**src/rtl/seq_divider_64.sv**
```systemverilog
// 64-bit sequential restoring divider, one quotient bit per cycle, with signed/unsigned
// operands and single-cycle bypass for divide-by-zero and signed overflow.
module seq_divider_64 (
  input  logic        clk,
  input  logic        rst_n,
  input  logic        start,
  input  logic        is_signed,
  input  logic [63:0] dividend,
  input  logic [63:0] divisor,
  output logic        busy,
  output logic        done,
  output logic [63:0] quotient,
  output logic [63:0] remainder,
  output logic        div_by_zero,
  output logic        overflow
);

  typedef enum logic [1:0] {
    IDLE = 2'd0,
    CALC = 2'd1,
    FIX  = 2'd2,
    DONE = 2'd3
  } state_t;

  localparam logic [63:0] MIN_NEG  = 64'h8000_0000_0000_0000;
  localparam logic [63:0] ALL_ONES = 64'hFFFF_FFFF_FFFF_FFFF;
  localparam logic [6:0]  LAST_IT  = 7'd63;

  state_t      state_r;
  state_t      state_nxt_s;
  logic        busy_r;
  logic        done_r;
  logic        busy_nxt_s;
  logic        done_nxt_s;
  logic [63:0] quotient_r;
  logic [63:0] remainder_r;
  logic        div_by_zero_r;
  logic        overflow_r;

  logic [63:0] acc_r;
  logic [63:0] dq_r;
  logic [63:0] div_r;
  logic        neg_q_r;
  logic        neg_rem_r;
  logic [6:0]  cnt_r;

  logic        accept_s;
  logic        zero_div_s;
  logic        ovf_case_s;
  logic        a_neg_s;
  logic        b_neg_s;
  logic [64:0] shifted_s;
  logic [64:0] diff_s;
  logic        q_bit_s;

  function automatic logic [63:0] cond_negate(input logic [63:0] v, input logic neg);
    cond_negate = neg ? (64'd0 - v) : v;
  endfunction

  // Operand classification and the single restoring-division step.
  always_comb begin
    accept_s   = start && ((state_r == IDLE) || (state_r == DONE));
    zero_div_s = (divisor == 64'd0);
    ovf_case_s = is_signed && (dividend == MIN_NEG) && (divisor == ALL_ONES);
    a_neg_s    = is_signed & dividend[63];
    b_neg_s    = is_signed & divisor[63];
    shifted_s  = {acc_r, dq_r[63]};
    diff_s     = shifted_s - {1'b0, div_r};
    q_bit_s    = ~diff_s[64];
  end

  // State register.
  always_ff @(posedge clk or negedge rst_n) begin
    if (!rst_n) begin
      state_r <= IDLE;
    end else begin
      state_r <= state_nxt_s;
    end
  end

  // Next-state logic; special operands skip straight to DONE.
  always_comb begin
    state_nxt_s = state_r;
    case (state_r)
      IDLE, DONE: begin
        if (accept_s) begin
          if (zero_div_s || ovf_case_s) begin
            state_nxt_s = DONE;
          end else begin
            state_nxt_s = CALC;
          end
        end else begin
          state_nxt_s = IDLE;
        end
      end
      CALC: begin
        if (cnt_r == LAST_IT) begin
          state_nxt_s = FIX;
        end else begin
          state_nxt_s = CALC;
        end
      end
      FIX:     state_nxt_s = DONE;
      default: state_nxt_s = IDLE;
    endcase
  end

  // Status flags decoded from the upcoming state so they can be registered.
  always_comb begin
    busy_nxt_s = 1'b0;
    done_nxt_s = 1'b0;
    case (state_nxt_s)
      CALC, FIX: busy_nxt_s = 1'b1;
      DONE:      done_nxt_s = 1'b1;
      default: begin
        busy_nxt_s = 1'b0;
        done_nxt_s = 1'b0;
      end
    endcase
  end

  // Registered status outputs.
  always_ff @(posedge clk or negedge rst_n) begin
    if (!rst_n) begin
      busy_r <= 1'b0;
      done_r <= 1'b0;
    end else begin
      busy_r <= busy_nxt_s;
      done_r <= done_nxt_s;
    end
  end

  // Datapath: operand capture, iteration, and result update on DONE entry only.
  always_ff @(posedge clk or negedge rst_n) begin
    if (!rst_n) begin
      acc_r         <= 64'd0;
      dq_r          <= 64'd0;
      div_r         <= 64'd0;
      neg_q_r       <= 1'b0;
      neg_rem_r     <= 1'b0;
      cnt_r         <= 7'd0;
      quotient_r    <= 64'd0;
      remainder_r   <= 64'd0;
      div_by_zero_r <= 1'b0;
      overflow_r    <= 1'b0;
    end else if (accept_s) begin
      acc_r     <= 64'd0;
      dq_r      <= cond_negate(dividend, a_neg_s);
      div_r     <= cond_negate(divisor, b_neg_s);
      neg_q_r   <= a_neg_s ^ b_neg_s;
      neg_rem_r <= a_neg_s;
      cnt_r     <= 7'd0;
      if (zero_div_s) begin
        quotient_r    <= ALL_ONES;
        remainder_r   <= dividend;
        div_by_zero_r <= 1'b1;
        overflow_r    <= 1'b0;
      end else if (ovf_case_s) begin
        quotient_r    <= MIN_NEG;
        remainder_r   <= 64'd0;
        div_by_zero_r <= 1'b0;
        overflow_r    <= 1'b1;
      end
    end else if (state_r == CALC) begin
      // dq_r shifts dividend bits out of the top and quotient bits in at the bottom.
      acc_r <= q_bit_s ? diff_s[63:0] : shifted_s[63:0];
      dq_r  <= {dq_r[62:0], q_bit_s};
      cnt_r <= cnt_r + 7'd1;
    end else if (state_r == FIX) begin
      quotient_r    <= cond_negate(dq_r, neg_q_r);
      remainder_r   <= cond_negate(acc_r, neg_rem_r);
      div_by_zero_r <= 1'b0;
      overflow_r    <= 1'b0;
    end
  end

  assign busy        = busy_r;
  assign done        = done_r;
  assign quotient    = quotient_r;
  assign remainder   = remainder_r;
  assign div_by_zero = div_by_zero_r;
  assign overflow    = overflow_r;

endmodule

```
**config.mk**
```make
export PLATFORM = sky130hd
export DESIGN_NAME = seq_divider_64
export DESIGN_NICKNAME = d
export VERILOG_FILES = /design/src/rtl/seq_divider_64.sv
export SDC_FILE = /design/constraint.sdc
export NUM_CORES = 1
export LEC_CHECK = 0
export BUFFER_PORTS_ARGS = -buffer_cell sky130_fd_sc_hd__buf_2
export CELL_PAD_IN_SITES_DETAIL_PLACEMENT = 0
export CELL_PAD_IN_SITES_GLOBAL_PLACEMENT = 1
export CORE_UTILIZATION = 40
export DETAILED_ROUTE_END_ITERATION = 16
export GPL_TIMING_DRIVEN = 0
export PLACE_DENSITY_LB_ADDON = 0.1
export SLEW_MARGIN = 10
export SYNTH_ARGS = -nofsm -noshare
export SYNTH_HDL_FRONTEND = slang
export SYNTH_SLANG_ARGS = --single-unit
```
**constraint.sdc**
```tcl
create_clock -name clk -period 3.2 [get_ports clk]
set_clock_uncertainty 0.05 [all_clocks]
set_input_delay 0.32 -clock clk [delete_from_list [all_inputs] [get_ports clk]]
set_output_delay 0.32 -clock clk [all_outputs]
set_load 0.02 [all_outputs]
```
# After elaboration in Yosys (flattened, before gate mapping)
# Cells that the tools add are included.
[totals]
reg_bits = 335
input_bits = 132
out_inout_bits = 132
word_cells = 81
[classes]
n_addsub = 6
eq_ne = 11
n_mux = 35
n_bitwise = 4
reduce_logical = 12
[op_table]
columns = ["operator", "count"]
rows = [
  ["$mux W64", 19],
  ["$sub A1 B64 Y64 const A", 4],
  ["$eq A64 B64 Y1 const B", 2],
  ["$sub A65 B64 Y65", 1],
  ["$logic_not A64 Y1", 1],
  ["$mux W7", 2],
  ["$mux W1", 10],
  ["$eq A2 B2 Y1 const B", 4],
  ["$add A7 B1 Y7 const B", 1],
  ["$eq A7 B6 Y1 const B", 1],
  ["$mux W2", 3],
  ["$pmux W2 S3", 1],
  ["$eq A2 B1 Y1 const B", 2],
  ["$reduce_bool A2 Y1", 2],
  ["$reduce_or A2 Y1", 2],
  ["$logic_and A1 B1 Y1", 3],
  ["$ne A3 B1 Y1 const B", 1],
  ["$reduce_and A3 Y1", 1],
  ["$and A1 B1 Y1", 2],
  ["$logic_not A2 Y1", 1],
  ["$logic_or A1 B1 Y1", 2],
  ["$ne A2 B2 Y1 const B", 1],
  ["$not A1 Y1", 1],
  ["$xor A1 B1 Y1", 1],
]

# Depth between registers and ports, before layout
[depth]
ltp_word = 10
ltp_mapped = 15
ltp_nobuf = 14

# Worst setup path after synthesis
# Ideal clock, no wire load.
[synth_timing]
path_kind = "register -> register"
startpoint = "reg acc_r[2]"
endpoint = "reg acc_r[61]"
arrival_time_ps = 3234
slack_ps = -185
stages_incl_launch_ff = 13
path_buffers = 0
synth_period_minus_slack_ps = 3385
path_cell_list = "dfrtp_1 -> ha_1 -> o211ai_1 -> a21oi_1 -> o21ai_0 -> o31ai_1 -> a21oi_1 -> o221ai_1 -> a21boi_0 -> o31ai_1 -> a221oi_1 -> o2111a_1 -> nor4_1"
[synth_between]
elab_chain_cells = 4
[synth_lines]
columns = ["element", "line_no", "rtl"]
rows = [
  ["start: declaration", "40", "logic [63:0] acc_r;"],
  ["start signal: assignment", "166", "acc_r <= q_bit_s ? diff_s[63:0] : shifted_s[63:0];"],
  ["$sub A65 B64 Y65", "68", "diff_s = shifted_s - {1'b0, div_r};"],
  ["$mux W64", "166", ""],
  ["$mux W64", "164", "end else if (state_r == CALC) begin"],
  ["$mux W64", "146", "end else if (accept_s) begin"],
]
# Every way passes these cells. The select of a mux whose other input is x is not followed.
# A chain may end at the register's enable or synchronous reset.

# Worst setup path after layout
[layout_timing]
startpoint = "reg acc_r[0]"
endpoint = "reg remainder_r[55], in the netlist remainder[55]"
[layout_between]
elab_chain_cells = 5
[layout_lines]
columns = ["element", "line_no", "rtl"]
rows = [
  ["$sub A1 B64 Y64", "57", "cond_negate = neg ? (64'd0 - v) : v;"],
  ["$mux W64", "57", ""],
  ["$mux W64", "169", "end else if (state_r == FIX) begin"],
  ["$mux W64", "164", ""],
  ["$mux W64", "146", ""],
  ["end signal: assignment", "155", "remainder_r <= dividend;"],
  ["end signal: assignment", "171", "remainder_r <= cond_negate(acc_r, neg_rem_r);"],
  ["end: declaration", "36", "logic [63:0] remainder_r;"],
]
# Every way passes these cells. The select of a mux whose other input is x is not followed.

==> flow_summary_export.csv <==
group,metric,value,unit
run_status,status,"finished, violations left",
run_status,failed_checks,"setup timing",
floorplanning,rows,88,
worst_setup_path,worstPathMaxFanout,4,
worst_setup_path,crit_required,3.62,ns
grt,grt_pass1_vias,23800,
grt,track_usage,0.317,
yosys,synthCells,2947,
worst_setup_path,critPathLaunchType,"flip-flop",
routing,wl_per_cell,23.3,µm
timing,fmax,0.276,GHz
layout,area_growth_syn_to_layout,34.5,%
layout,finalNetCount,3606,
clocking,insertion_delay,0.59,ns
floorplanning,initial_utilization,0.408,
clocking,cts_inserted_buffers,40,
pwr,ir_drop,618,µV
clocking,cts_root_buffer,"clkbuf_16",
floorplanning,coreArea,0.0581,mm²
yosys,syn-num-nets,3153,
floorplanning,dieWidth,245,µm
timing,drv_slew,0,
routing,drt_iter0_drc,1589,
clocking,cts_tree,"built",
layout,drive_gt1_frac,0.277,
place,dp_cells,3978,
yosys,seq_area_frac_synth,0.354,
yosys,yosys_warnings,0,
timing,hold_viol_final,0,
floorplanning,ios,264,
clocking,clk_pin_slew,0.06,ns
grt,antenna_found_initial,4,
place,dp_hpwl,74500,µm
timing,setup_viol,86,
timing,relSlewSlack,0.248,
grt,grt_max_degree,97,
yosys,synthFlopType,"dfrtp_1",
routing,viasPerCell,5.70,
flow_run,drv_cap,0,
timing,fin_crit_sh,1.13,
place,gp_congestion,0.945,
pwr,leakagePower,13.4,nW
routing,drc_errors,0,
routing,routed_wl,97500,µm
worst_setup_path,worst_ep_arrival_time,4.04,ns
timing,rsz0062_at_grt,"yes",
routing,ant_nets,0,
clocking,clkSinkCount,335,
timing,totalNegativeSetupSlack,-15.17,ns
yosys,ys_async_sr_fraction,1.00,
grt,grt.overflow.total,0,
clocking,cts.htree.levels,2,
yosys,synth-edff-count,0,
layout,layoutNonFillerInstCount,4193,
pwr,cellPowerDensity,1330,mW/mm²
timing,min_period,3.63,ns
timing,worstMarginPinSlew,1.13,ns
floorplanning,fp.dieArea,0.0602,mm²
place,dp_slack,-2.49,ns
grt,grt_pass1_wl,145000,µm
routing,dr.pass1.iters,5,
place,port-buffer-count,263,
timing,setup_ws,-0.430,ns
yosys,ys_ff_latch,335,
layout,final_util,0.548,
yosys,ys_types,71,
floorplanning,die_h,245,µm
yosys,netlist_area,0.0237,mm²
clocking,clk_path_buf_depth,3,
worst_setup_path,critPathCaptureType,"flip-flop",
layout,nFillCells,5497,
routing,vias,23900,
yosys,avgSynthCellArea,8.04,µm²
pwr,power,0.0425,W
hold_path,hold_class,"in -> reg",
worst_setup_path,worstSetupPathType,"reg -> reg",
-- report_power, final --
part | switching, W | leakage (nW) | internal (W)
registers | 0.00259 | 4.11 | 0.00634
clock network | 0.00193 | 0.623 | 0.00276
logic | 0.0165 | 8.70 | 0.0124
total | 0.0210 | 13.4 | 0.0215
-- cells by family after synthesis --
| logic type | share of synthesized area |
|---|---|
| xor+xnor | 0.114 |
| mux | 0.0300 |
| flops | 0.354 |
| fa+ha+maj | 0.0394 |
| compound gates | 0.228 |
| buf+inv | 0.0468 |
| simple gates | 0.188 |
-- per-stage QoR --
| step | area, µm² | hold slack [ns] |
|---|---|---|
| 6_report | 31900 | 0.0225 |
| 4_1_cts | 30900 | 0.00123 |
| 3_5_place_dp | 26100 | 0.274 |
| 2_1_floorplan | 23800 | -0.0256 |
| 5_1_grt | 31900 | 0.0222 |
| 3_3_place_gp | 26100 | 0.414 |
-- routing by layer --
metal / global-route usage / routed length [µm]
met5: 0 / 12
met4: 0.148 / 4840
met3: 0.0346 / 4140
met2: 0.539 / 46900
met1: 0.402 / 41600
-- synthesized netlist by cell type, types with 10 or more instances --
library cell / instances / area share
o21ai_0: 338 / 0.071
mux2i_1: 71 / 0.030
nand3_1: 29 / 0.0061
a211oi_1: 12 / 0.0038
nand2b_1: 26 / 0.0069
buf_2: 25 / 0.0053
or4_1: 35 / 0.011
dfrtp_1: 335 / 0.35
nand4_1: 49 / 0.013
nor3_1: 37 / 0.0078
nand2_1: 445 / 0.071
nor2_1: 225 / 0.036
o21ai_1: 85 / 0.018
a221oi_1: 44 / 0.016
o41ai_1: 30 / 0.011
buf_1: 20 / 0.0032
o21a_1: 12 / 0.0038
xor2_1: 99 / 0.037
or2_2: 10 / 0.0026
o21bai_1: 11 / 0.0035
a21o_1: 25 / 0.0079
a31oi_1: 72 / 0.019
xnor2_1: 209 / 0.077
o31ai_1: 58 / 0.018
inv_1: 102 / 0.016
clkbuf_1: 140 / 0.022
ha_1: 73 / 0.039
nor4_1: 28 / 0.0074
a21oi_1: 167 / 0.035
or3_1: 37 / 0.0098
-- placed cells by master, fill, tap and decap left out, types with 19 or more instances in the layout --
cell type  instances
a21o_1            25
a21oi_1          142
a221oi_2          32
a31oi_1           62
buf_12            19
buf_2            263
buf_4            100
buf_6             27
buf_8             23
clkbuf_1         103
clkbuf_16         55
dfrtp_1          304
dfrtp_2           31
ha_1              42
inv_1            100
mux2i_1           71
nand2_1          328
nand2_2           97
nand2_4           20
nand2b_1          23
nand3_1           24
nand4_1           49
nor2_1           211
nor3_1            30
o21ai_0          314
o21ai_1           95
o31ai_1           47
or3_1             29
or4_4             20
xnor2_1          202
xor2_1            97
-- area by class of cell --
cell class / count / area (µm²) / share of cell area
inverter: 102 / 388 / 0.0122
clock inverter: 13 / 198 / 0.00620
clock buffer: 53 / 1110 / 0.0349
buffer: 170 / 1190 / 0.0373
sequential: 335 / 8420 / 0.264
multi-input combinational: 2325 / 16300 / 0.512
tap: 765 / 957 / 0.0300
antenna: 4 / 10.0 / 0.000314
timing repair buffer: 426 / 3260 / 0.102
-- final timing paths --
check                       startpoint       endpoint  slack, ns  cells past startpoint
min in group asynchronous        rst_n    quotient[4]       0.24                      2
max reg2reg                   acc_r[0]  remainder[55]      -0.43                     10
min reg2reg                  div_r[17]      div_r[17]       0.42                      2
max                           acc_r[0]  remainder[55]      -0.43                     10
max in group asynchronous        rst_n       div_r[0]       1.92                      3
min                        dividend[1]        dq_r[1]       0.02                      3
-- worst max-delay path: stages (launching register included) --
cell      delay (ns)
dfrtp_2         0.46
or3_4           0.38
or4_4           0.52
nand3b_4        0.20
or4_4           0.55
or2_4           0.27
or3_4           0.38
o41ai_4         0.27
xnor2_2         0.13
a221oi_2        0.23
nor2_1          0.06
-- what timing repair did --
| item | CTS | global route |
|---|---|---|
| resized for setup | 523 | 176 |
| pin swaps | 174 | 85 |
| setup buffers | 90 | 47 |
| endpoints found under the setup margin | 325 | 243 |
| hold buffers | 5 | 0 |
| hold endpoints to repair | 73 | 0 |
| gates cloned | 22 | 2 |
-- sequential cells by signal (all words and copies together) (netlist names) --
register,cells
acc_r,64
done,1
neg_rem_r,1
state_r,2
remainder,64
overflow,1
div_r,64
dq_r,64
div_by_zero,1
cnt_r,7
neg_q_r,1
quotient,64
busy,1
Note: power is estimated with default switching activity, not from simulation.
